File: config.mk
export PLATFORM = sky130hd
export DESIGN_NAME = hex2dec_arbiter
export DESIGN_NICKNAME = d
export VERILOG_FILES = /design/src/rtl/hex2dec_arbiter.sv
export SDC_FILE = /design/constraint.sdc
export NUM_CORES = 1
export LEC_CHECK = 0
export ABC_AREA = 1
export BUFFER_PORTS_ARGS = -buffer_cell sky130_fd_sc_hd__buf_2
export CAP_MARGIN = 20
export CORE_MARGIN = 2
export CORE_UTILIZATION = 61
export CTS_BUF_LIST = sky130_fd_sc_hd__clkbuf_4 sky130_fd_sc_hd__clkbuf_8
export DETAILED_ROUTE_END_ITERATION = 6
export PLACE_DENSITY = 0.82
export RECOVER_POWER = 100
export SLEW_MARGIN = 20
export SYNTH_ARGS = -nofsm -noshare
export SYNTH_HDL_FRONTEND = slang
export SYNTH_HIERARCHICAL = 1
export SYNTH_SLANG_ARGS = --single-unit
File: constraint.sdc
create_clock -name clk -period 2.63 [get_ports clk]
set_input_delay 0.263 -clock clk [delete_from_list [all_inputs] [get_ports clk]]
set_output_delay 0.263 -clock clk [all_outputs]
set_load 0.1 [all_outputs]
File: src/rtl/hex2dec_arbiter.sv
// ---------------------------------------------------------------------------
// hex2dec_arbiter
//
// Shares one external pipelined hex-to-decimal converter between two
// requesters (A and B). Each requester owns a DEPTH-entry result FIFO.
// Credit counters stop a requester from issuing more requests than its FIFO
// can hold, which means a result arriving from the converter always has room.
//
// Ports
//   clk, rst                 clock, asynchronous active-high reset
//   a_valid/a_ready/a_data   requester A operand handshake (7-bit binary)
//   b_valid/b_ready/b_data   requester B operand handshake (7-bit binary)
//   conv_h                   registered operand to the converter
//   conv_dh, conv_dl         converter tens/units, valid LAT cycles after
//                            conv_h is sampled
//   ra_valid/ra_ready        A result handshake
//   ra_dh, ra_dl, ra_ovr     A result tens, units, operand>99 flag
//   rb_valid/rb_ready        B result handshake
//   rb_dh, rb_dl, rb_ovr     B result tens, units, operand>99 flag
//   busy                     conversion in flight or any FIFO non-empty
// ---------------------------------------------------------------------------

// Checker: a result FIFO must never be written while full.
module hex2dec_arbiter_chk (
   input logic       clk,
   input logic       rst,
   input logic [1:0] fifo_wr,
   input logic [1:0] fifo_full
);
   a_no_write_when_full: assert property (
      @(posedge clk) disable iff (rst) ((fifo_wr & fifo_full) == 2'b00));
endmodule

// One requester's credit counter and first-word-fall-through result FIFO.
// Entry layout: {ovr, dh[3:0], dl[3:0]}.
module hex2dec_arbiter_side #(
   parameter int DEPTH = 4
) (
   input  logic       clk,
   input  logic       rst,
   input  logic       grant,
   input  logic       wr_en,
   input  logic [8:0] wr_data,
   input  logic       rd_ready,
   output logic       rd_valid,
   output logic [8:0] rd_data,
   output logic       has_credit,
   output logic       full
);
   localparam int AW = $clog2(DEPTH);
   localparam logic [AW:0] DEPTH_W = (AW + 1)'(DEPTH);
   localparam logic [AW:0] ONE_W   = {{AW{1'b0}}, 1'b1};
   localparam logic [AW:0] ZERO_W  = {(AW + 1){1'b0}};

   logic [AW:0]            credit_q, credit_d;
   logic [AW:0]            wr_ptr_q, wr_ptr_d;
   logic [AW:0]            rd_ptr_q, rd_ptr_d;
   logic [DEPTH-1:0][8:0]  mem_q, mem_d;
   logic [AW:0]            count;
   logic                   empty;
   logic                   pop;

   // FIFO status and head-of-queue presentation (zero when empty).
   always_comb begin
      count      = wr_ptr_q - rd_ptr_q;
      empty      = (count == ZERO_W);
      full       = (count == DEPTH_W);
      rd_valid   = ~empty;
      pop        = ~empty & rd_ready;
      has_credit = (credit_q != ZERO_W);
      if (!empty) begin
         rd_data = mem_q[rd_ptr_q[AW-1:0]];
      end else begin
         rd_data = 9'd0;
      end
   end

   // Next-state for FIFO storage, pointers and credit.
   always_comb begin
      mem_d    = mem_q;
      wr_ptr_d = wr_ptr_q;
      rd_ptr_d = rd_ptr_q;
      credit_d = credit_q;
      if (wr_en) begin
         mem_d[wr_ptr_q[AW-1:0]] = wr_data;
         wr_ptr_d                = wr_ptr_q + ONE_W;
      end else begin
         wr_ptr_d = wr_ptr_q;
      end
      if (pop) begin
         rd_ptr_d = rd_ptr_q + ONE_W;
      end else begin
         rd_ptr_d = rd_ptr_q;
      end
      // A grant reserves a slot; a pop releases one; both cancel out.
      case ({grant, pop})
         2'b10:   credit_d = credit_q - ONE_W;
         2'b01:   credit_d = credit_q + ONE_W;
         default: credit_d = credit_q;
      endcase
   end

   // State registers; credits restart full.
   always_ff @(posedge clk or posedge rst) begin
      if (rst) begin
         mem_q    <= '0;
         wr_ptr_q <= ZERO_W;
         rd_ptr_q <= ZERO_W;
         credit_q <= DEPTH_W;
      end else begin
         mem_q    <= mem_d;
         wr_ptr_q <= wr_ptr_d;
         rd_ptr_q <= rd_ptr_d;
         credit_q <= credit_d;
      end
   end
endmodule

module hex2dec_arbiter #(
   parameter int LAT   = 3,
   parameter int DEPTH = 4
) (
   input  logic       clk,
   input  logic       rst,
   input  logic       a_valid,
   output logic       a_ready,
   input  logic [6:0] a_data,
   input  logic       b_valid,
   output logic       b_ready,
   input  logic [6:0] b_data,
   output logic [6:0] conv_h,
   input  logic [3:0] conv_dh,
   input  logic [3:0] conv_dl,
   output logic       ra_valid,
   input  logic       ra_ready,
   output logic [3:0] ra_dh,
   output logic [3:0] ra_dl,
   output logic       ra_ovr,
   output logic       rb_valid,
   input  logic       rb_ready,
   output logic [3:0] rb_dh,
   output logic [3:0] rb_dl,
   output logic       rb_ovr,
   output logic       busy
);
   // rr_ptr: 0 = A has priority on a tie, 1 = B.
   logic           rr_ptr_q, rr_ptr_d;
   logic [6:0]     conv_h_q, conv_h_d;
   logic [LAT:0]   tag_valid_q, tag_valid_d;
   logic [LAT:0]   tag_side_q, tag_side_d;
   logic [LAT:0]   tag_ovr_q, tag_ovr_d;

   logic           a_credit, b_credit;
   logic           a_elig, b_elig;
   logic           a_grant, b_grant;
   logic [6:0]     grant_data;
   logic           a_wr, b_wr;
   logic           a_full, b_full;
   logic [8:0]     wr_data;
   logic [8:0]     ra_data, rb_data;

   // Arbitration. Requests are masked during reset so ready reads low.
   always_comb begin
      a_elig  = a_valid & a_credit & ~rst;
      b_elig  = b_valid & b_credit & ~rst;
      a_grant = a_elig & (~b_elig | ~rr_ptr_q);
      b_grant = b_elig & (~a_elig | rr_ptr_q);
      a_ready = a_credit & ~rst & (~b_elig | ~rr_ptr_q);
      b_ready = b_credit & ~rst & (~a_elig | rr_ptr_q);
      if (b_grant) begin
         grant_data = b_data;
      end else begin
         grant_data = a_data;
      end
   end

   // Next-state for priority pointer, converter operand and tag pipeline.
   always_comb begin
      if (a_grant) begin
         rr_ptr_d = 1'b1;
         conv_h_d = a_data;
      end else if (b_grant) begin
         rr_ptr_d = 1'b0;
         conv_h_d = b_data;
      end else begin
         rr_ptr_d = rr_ptr_q;
         conv_h_d = conv_h_q;
      end
      // Stage 0 is loaded together with conv_h; stage LAT lines up with
      // the converter result for that operand.
      tag_valid_d = {tag_valid_q[LAT-1:0], a_grant | b_grant};
      tag_side_d  = {tag_side_q[LAT-1:0], b_grant};
      tag_ovr_d   = {tag_ovr_q[LAT-1:0], (grant_data > 7'd99)};
   end

   // Arbiter and tag pipeline registers.
   always_ff @(posedge clk or posedge rst) begin
      if (rst) begin
         rr_ptr_q    <= 1'b0;
         conv_h_q    <= 7'd0;
         tag_valid_q <= '0;
         tag_side_q  <= '0;
         tag_ovr_q   <= '0;
      end else begin
         rr_ptr_q    <= rr_ptr_d;
         conv_h_q    <= conv_h_d;
         tag_valid_q <= tag_valid_d;
         tag_side_q  <= tag_side_d;
         tag_ovr_q   <= tag_ovr_d;
      end
   end

   assign conv_h  = conv_h_q;
   assign a_wr    = tag_valid_q[LAT] & ~tag_side_q[LAT];
   assign b_wr    = tag_valid_q[LAT] & tag_side_q[LAT];
   assign wr_data = {tag_ovr_q[LAT], conv_dh, conv_dl};

   hex2dec_arbiter_side #(.DEPTH(DEPTH)) u_side_a (
      .clk        (clk),
      .rst        (rst),
      .grant      (a_grant),
      .wr_en      (a_wr),
      .wr_data    (wr_data),
      .rd_ready   (ra_ready),
      .rd_valid   (ra_valid),
      .rd_data    (ra_data),
      .has_credit (a_credit),
      .full       (a_full)
   );

   hex2dec_arbiter_side #(.DEPTH(DEPTH)) u_side_b (
      .clk        (clk),
      .rst        (rst),
      .grant      (b_grant),
      .wr_en      (b_wr),
      .wr_data    (wr_data),
      .rd_ready   (rb_ready),
      .rd_valid   (rb_valid),
      .rd_data    (rb_data),
      .has_credit (b_credit),
      .full       (b_full)
   );

   assign ra_ovr = ra_data[8];
   assign ra_dh  = ra_data[7:4];
   assign ra_dl  = ra_data[3:0];
   assign rb_ovr = rb_data[8];
   assign rb_dh  = rb_data[7:4];
   assign rb_dl  = rb_data[3:0];
   assign busy   = (|tag_valid_q) | ra_valid | rb_valid;

   hex2dec_arbiter_chk u_chk (
      .clk       (clk),
      .rst       (rst),
      .fifo_wr   ({b_wr, a_wr}),
      .fifo_full ({b_full, a_full})
   );
endmodule

Word level (Yosys, flattened, before mapping)
Index checks and enable logic that the tools add are counted.
{"block": "totals", "register_bits": 110, "output_inout_bits": 30}
{"block": "classes", "addsub": 10, "magnitude_cmp": 7, "eq_ne": 4, "muxes": 19, "n_bitwise": 26, "n_reduce_logical": 10}
{"operator": "36-bit bitwise mux", "count": 2}
{"operator": "9-bit 2-to-1 mux", "count": 6}
{"operator": "9-bit binary-select mux with 2-bit select", "count": 2}
{"operator": "9-bit demux with 2-bit select", "count": 2}
{"operator": "7-bit 2-to-1 mux", "count": 3}
{"operator": "3-bit by 1-bit adder with 3-bit output (second input constant)", "count": 6}
{"operator": "1-bit bitwise AND", "count": 14}
{"operator": "2-bit by 3-bit < comparator with 1-bit output (second input constant)", "count": 4}
{"operator": "3-bit case mux with 2 select lines", "count": 2}
{"operator": "7-bit > comparator (second input constant)", "count": 1}
{"operator": "1-bit NOT", "count": 7}
{"operator": "3-bit zero test", "count": 2}
{"operator": "2-bit nonzero test", "count": 3}
{"operator": "3-bit nonzero test", "count": 2}
{"operator": "3-bit by 1-bit subtractor with 3-bit output (second input constant)", "count": 2}
{"operator": "3-bit subtractor", "count": 2}
{"operator": "1-bit OR", "count": 5}
{"operator": "2-bit by 1-bit equality test with 1-bit output (second input constant)", "count": 2}
{"operator": "2-bit equality test (second input constant)", "count": 2}
{"operator": "2-bit by 1-bit >= comparator with 1-bit output (second input constant)", "count": 2}
{"operator": "4-bit OR reduction", "count": 1}
{"operator": "1-bit logical AND", "count": 2}
{"operator": "1-bit 2-to-1 mux", "count": 2}

Logic depth before layout (Yosys ltp)
{"block": "depth", "ltp_word": 8, "mapped_depth": 15, "mapped_depth_nobuf": 15}

By module
Netlist, hierarchy kept.
{"module": "hex2dec_arbiter_side", "n_inst": 2, "cells_each": 262, "area_per_inst_um2": 2222.1, "seq_area_each_um2": 1127.3}
{"module": "hex2dec_arbiter", "n_inst": 1, "cells_each": 82, "area_per_inst_um2": 857.1, "seq_area_each_um2": 500.5}

Worst setup path after synthesis
Ideal clock, no wire load.
{"block": "synth_timing", "path_kind": "register -> output", "start": "register u_side_a.rd_ptr_q[1]", "end": "output port busy", "arrival_time_ps": 2178, "slack_ps": 189, "path_stages_with_launch": 9, "n_path_buf": 1, "path_cell_list": "dfrtp_1 > clkinv_1 > ha_1 > a21oi_1 > nand2_2 > nand3_4 > buf_6 > nor4_1 > nand2_1"}
{"block": "synth_via", "elab_chain_cells": 5}
{"item": "start: declaration", "line_no": "57", "text": "logic [AW:0] rd_ptr_q, rd_ptr_d;"}
{"item": "start signal: assignment", "line_no": "113", "text": "rd_ptr_q <= rd_ptr_d;"}
{"item": "3-bit subtractor", "line_no": "65", "text": "count = wr_ptr_q - rd_ptr_q;"}
{"item": "3-bit zero test", "line_no": "66", "text": "empty = (count == ZERO_W);"}
{"item": "1-bit NOT", "line_no": "68", "text": "rd_valid = ~empty;"}
{"item": "via ra_valid", "line_no": "134", "text": "output logic ra_valid,"}
{"item": "1-bit OR (2 in a row)", "line_no": "250", "text": "assign busy = (|tag_valid_q) | ra_valid | rb_valid;"}
{"item": "end: declaration", "line_no": "144", "text": "output logic busy"}
The timed path passes the listed nets, and every way through them passes these cells.

Worst setup path after layout
{"block": "layout_timing", "start": "register u_side_a.wr_ptr_q[1]", "end": "output port busy"}
{"block": "layout_via", "elab_chain_cells": 5}
{"item": "start: declaration", "line_no": "56", "text": "logic [AW:0] wr_ptr_q, wr_ptr_d;"}
{"item": "start signal: assignment", "line_no": "112", "text": "wr_ptr_q <= wr_ptr_d;"}
{"item": "3-bit subtractor", "line_no": "65"}
{"item": "3-bit zero test", "line_no": "66"}
{"item": "1-bit NOT", "line_no": "68"}
{"item": "1-bit OR (2 in a row)", "line_no": "250"}
No other way between the ends.

==> flow_metrics.py <==
metrics = {
    "cells_and_area": {
        "fillerInstances": 644,
        "finalNetCount": 710,
        "layout-drive-gt1-share_pct": 16.7,
        "syn2layout_area_growth_pct": 11.0,
        "antenna_cells": 0,
        "final_common_cell": "nand2_1",
        "mostFrequentLayoutCells": "nand2_1 (134), o21ai_0 (113), dfrtp_1 (108), inv_1 (57), nor2_1 (44)",
    },
    "grt": {
        "grt_pass1_wl_um": 20000,
        "grt_max_degree": 46,
        "grt_pass1_vias": 4404,
        "antenna_found_initial": 0,
        "grt_usage_pct": 25.9,
        "overflow": 0,
    },
    "routing": {
        "postRouteAntennaNets": 0,
        "drc": 0,
        "num_vias": 4380,
        "top_layer": "met4",
        "viasPerCell": 5.66,
        "wl_met1_um": 4810,
        "wirelength_um": 11700,
        "dr.pass1.iters": 6,
        "wl_per_cell_um": 15.1,
        "dr_wl_met3_um": 745,
        "route.met2.wl_um": 5790,
        "drt_iter0_drc": 292,
    },
    "timing": {
        "fin_skew_ns": 0.0132,
        "fin_tns_setup_ns": 0,
        "slew_headroom_pct": 20.8,
        "fin_crit_ns": 2.48,
        "rsz0062_at_grt": "false",
        "slew_viol_final": 0,
        "setup_viol": 0,
        "fin_crit_sh_pct": 94.4,
        "timing.fmax_ghz": 0.403,
        "hold_violations": 0,
        "tightest_slew_ns": 1.19,
    },
    "synthesis": {
        "synth_nets": 650,
        "syn_inst": 604,
        "ys_warn_count": 6,
        "syn_avg_cell_area_um2": 8.76,
        "syn_area_mm2": 0.00529,
    },
    "setup_path": {
        "path_class": "flop to output port",
        "worstPathCellList": "ha_1, nand2_1, nand2_1, nand2_2, nand3_4, buf_4, nor4_1, nand2_1, buf_4",
        "start_kind": "flop",
        "critPathMaxStageDelay_ns": 0.43,
        "critPathArrivalTime_ns": 2.22,
        "crit_path_max_fanout": 14,
        "critical_path.top_delay_family": "simple AND/OR/NAND/NOR gates",
        "cpMostUsedCell": "nand2_1",
        "worstSetupEndpointType": "output port",
        "cp_data_required_time_ns": 2.37,
        "cp_slowest_cell": "dfrtp_1",
        "path_buf_inv": 2,
    },
    "clock_network": {
        "cts_buffers": 9,
        "clockBufferDepth": 2,
        "clk_pin_slew_ns": 0.11,
        "insertion_delay_ns": 0.37,
        "cts_tree": "done",
        "post_cts_buffers": 0,
        "clock_tree.root_cell": "clkbuf_8",
        "htreeDepth": 3,
        "cts.sinks": 110,
    },
    "floorplanning": {
        "std_cell_rows": 33,
        "pin_count": 58,
        "core-area_mm2": 0.00830,
        "die_area_mm2": 0.00944,
        "die_height_um": 97.1,
        "start_util_pct": 63.8,
        "die_x_um": 97.1,
    },
    "placed_design": {
        "place_hpwl_um": 7690,
        "io_buffers": 57,
        "gp_congestion": 0.881,
    },
    "worst_hold_path": {
        "hp-class": "input pin to flop",
    },
    "run": {
        "cap_violations": 0,
    },
    "run_status": {
        "status": "complete, no violations",
    },
}
==> routing by layer <==
layer | global-route usage [%] | vias up
li1 | - | 2072
met1 | 32.9 | 2109
met2 | 43.3 | 169
met4 | 10.3 | 0
met3 | 6.04 | 30
met5 | 0 | -
==> final timing paths <==
| check | cells past startpoint | endpoint | slack (ns) | start |
|---|---|---|---|---|
| max reg2reg | 9 | u_side_b/credit_q[1] | 0.26 | u_side_b/credit_q[2] |
| max | 9 | busy | 0.15 | u_side_a/wr_ptr_q[1] |
| min in group asynchronous | 3 | rr_ptr_q | 0.41 | rst |
| min | 3 | conv_h[5] | 0.14 | b_data[5] |
| max in group asynchronous | 4 | u_side_a/mem_q[15] | 1.05 | rst |
| min reg2reg | 0 | tag_side_q[2] | 0.35 | tag_side_q[1] |
==> through the flow <==
step	std cells	instance area [um^2]	hold slack [ns]	setup slack [ns]	utilization, %
detailed placement	757	5940	0.218	0.358	71.6
floorplan	604	5290	0.0958	0.201	-
finish	774	5870	0.138	0.149	70.8
global placement	757	5940	0.213	0.438	71.6
global route	774	5870	0.141	0.0271	70.8
CTS	774	6150	0.123	0.0606	74.1
==> registers in the layout, indices dropped and copies added, names as in the netlist <==
register / flops
u_side_a/credit_q: 3
u_side_b/credit_q: 3
rr_ptr_q: 1
u_side_b/wr_ptr_q: 3
conv_h: 7
tag_ovr_q: 4
u_side_a/rd_ptr_q: 3
tag_valid_q: 4
tag_side_q: 4
u_side_a/mem_q: 36
u_side_b/mem_q: 36
u_side_a/wr_ptr_q: 3
u_side_b/rd_ptr_q: 3
==> tightest hold or removal path: stages <==
cell and delay (ns):
buf_2 0.09, nand3_1 0.07, nand3_1 0.06
==> final cells by class <==
cell class	instances	area (um^2)	area share (%)
well taps	105	131	2.24
clock buffers	9	124	2.11
inverters	73	282	4.79
flip-flops and latches	110	2760	46.9
repair buffers	69	410	6.99
clock inverters	7	72.6	1.24
multi-input cells	401	2100	35.7
==> repair_timing <==
item / in CTS / in global routing
hold endpoints to repair: 23 / 0
setup endpoints to repair: 0 / 1
hold buffers: 1 / 0
resized for setup: 0 / 2
Power is not shown: default switching activity piles up to over one toggle a cycle in this logic, so the estimate is an artifact.
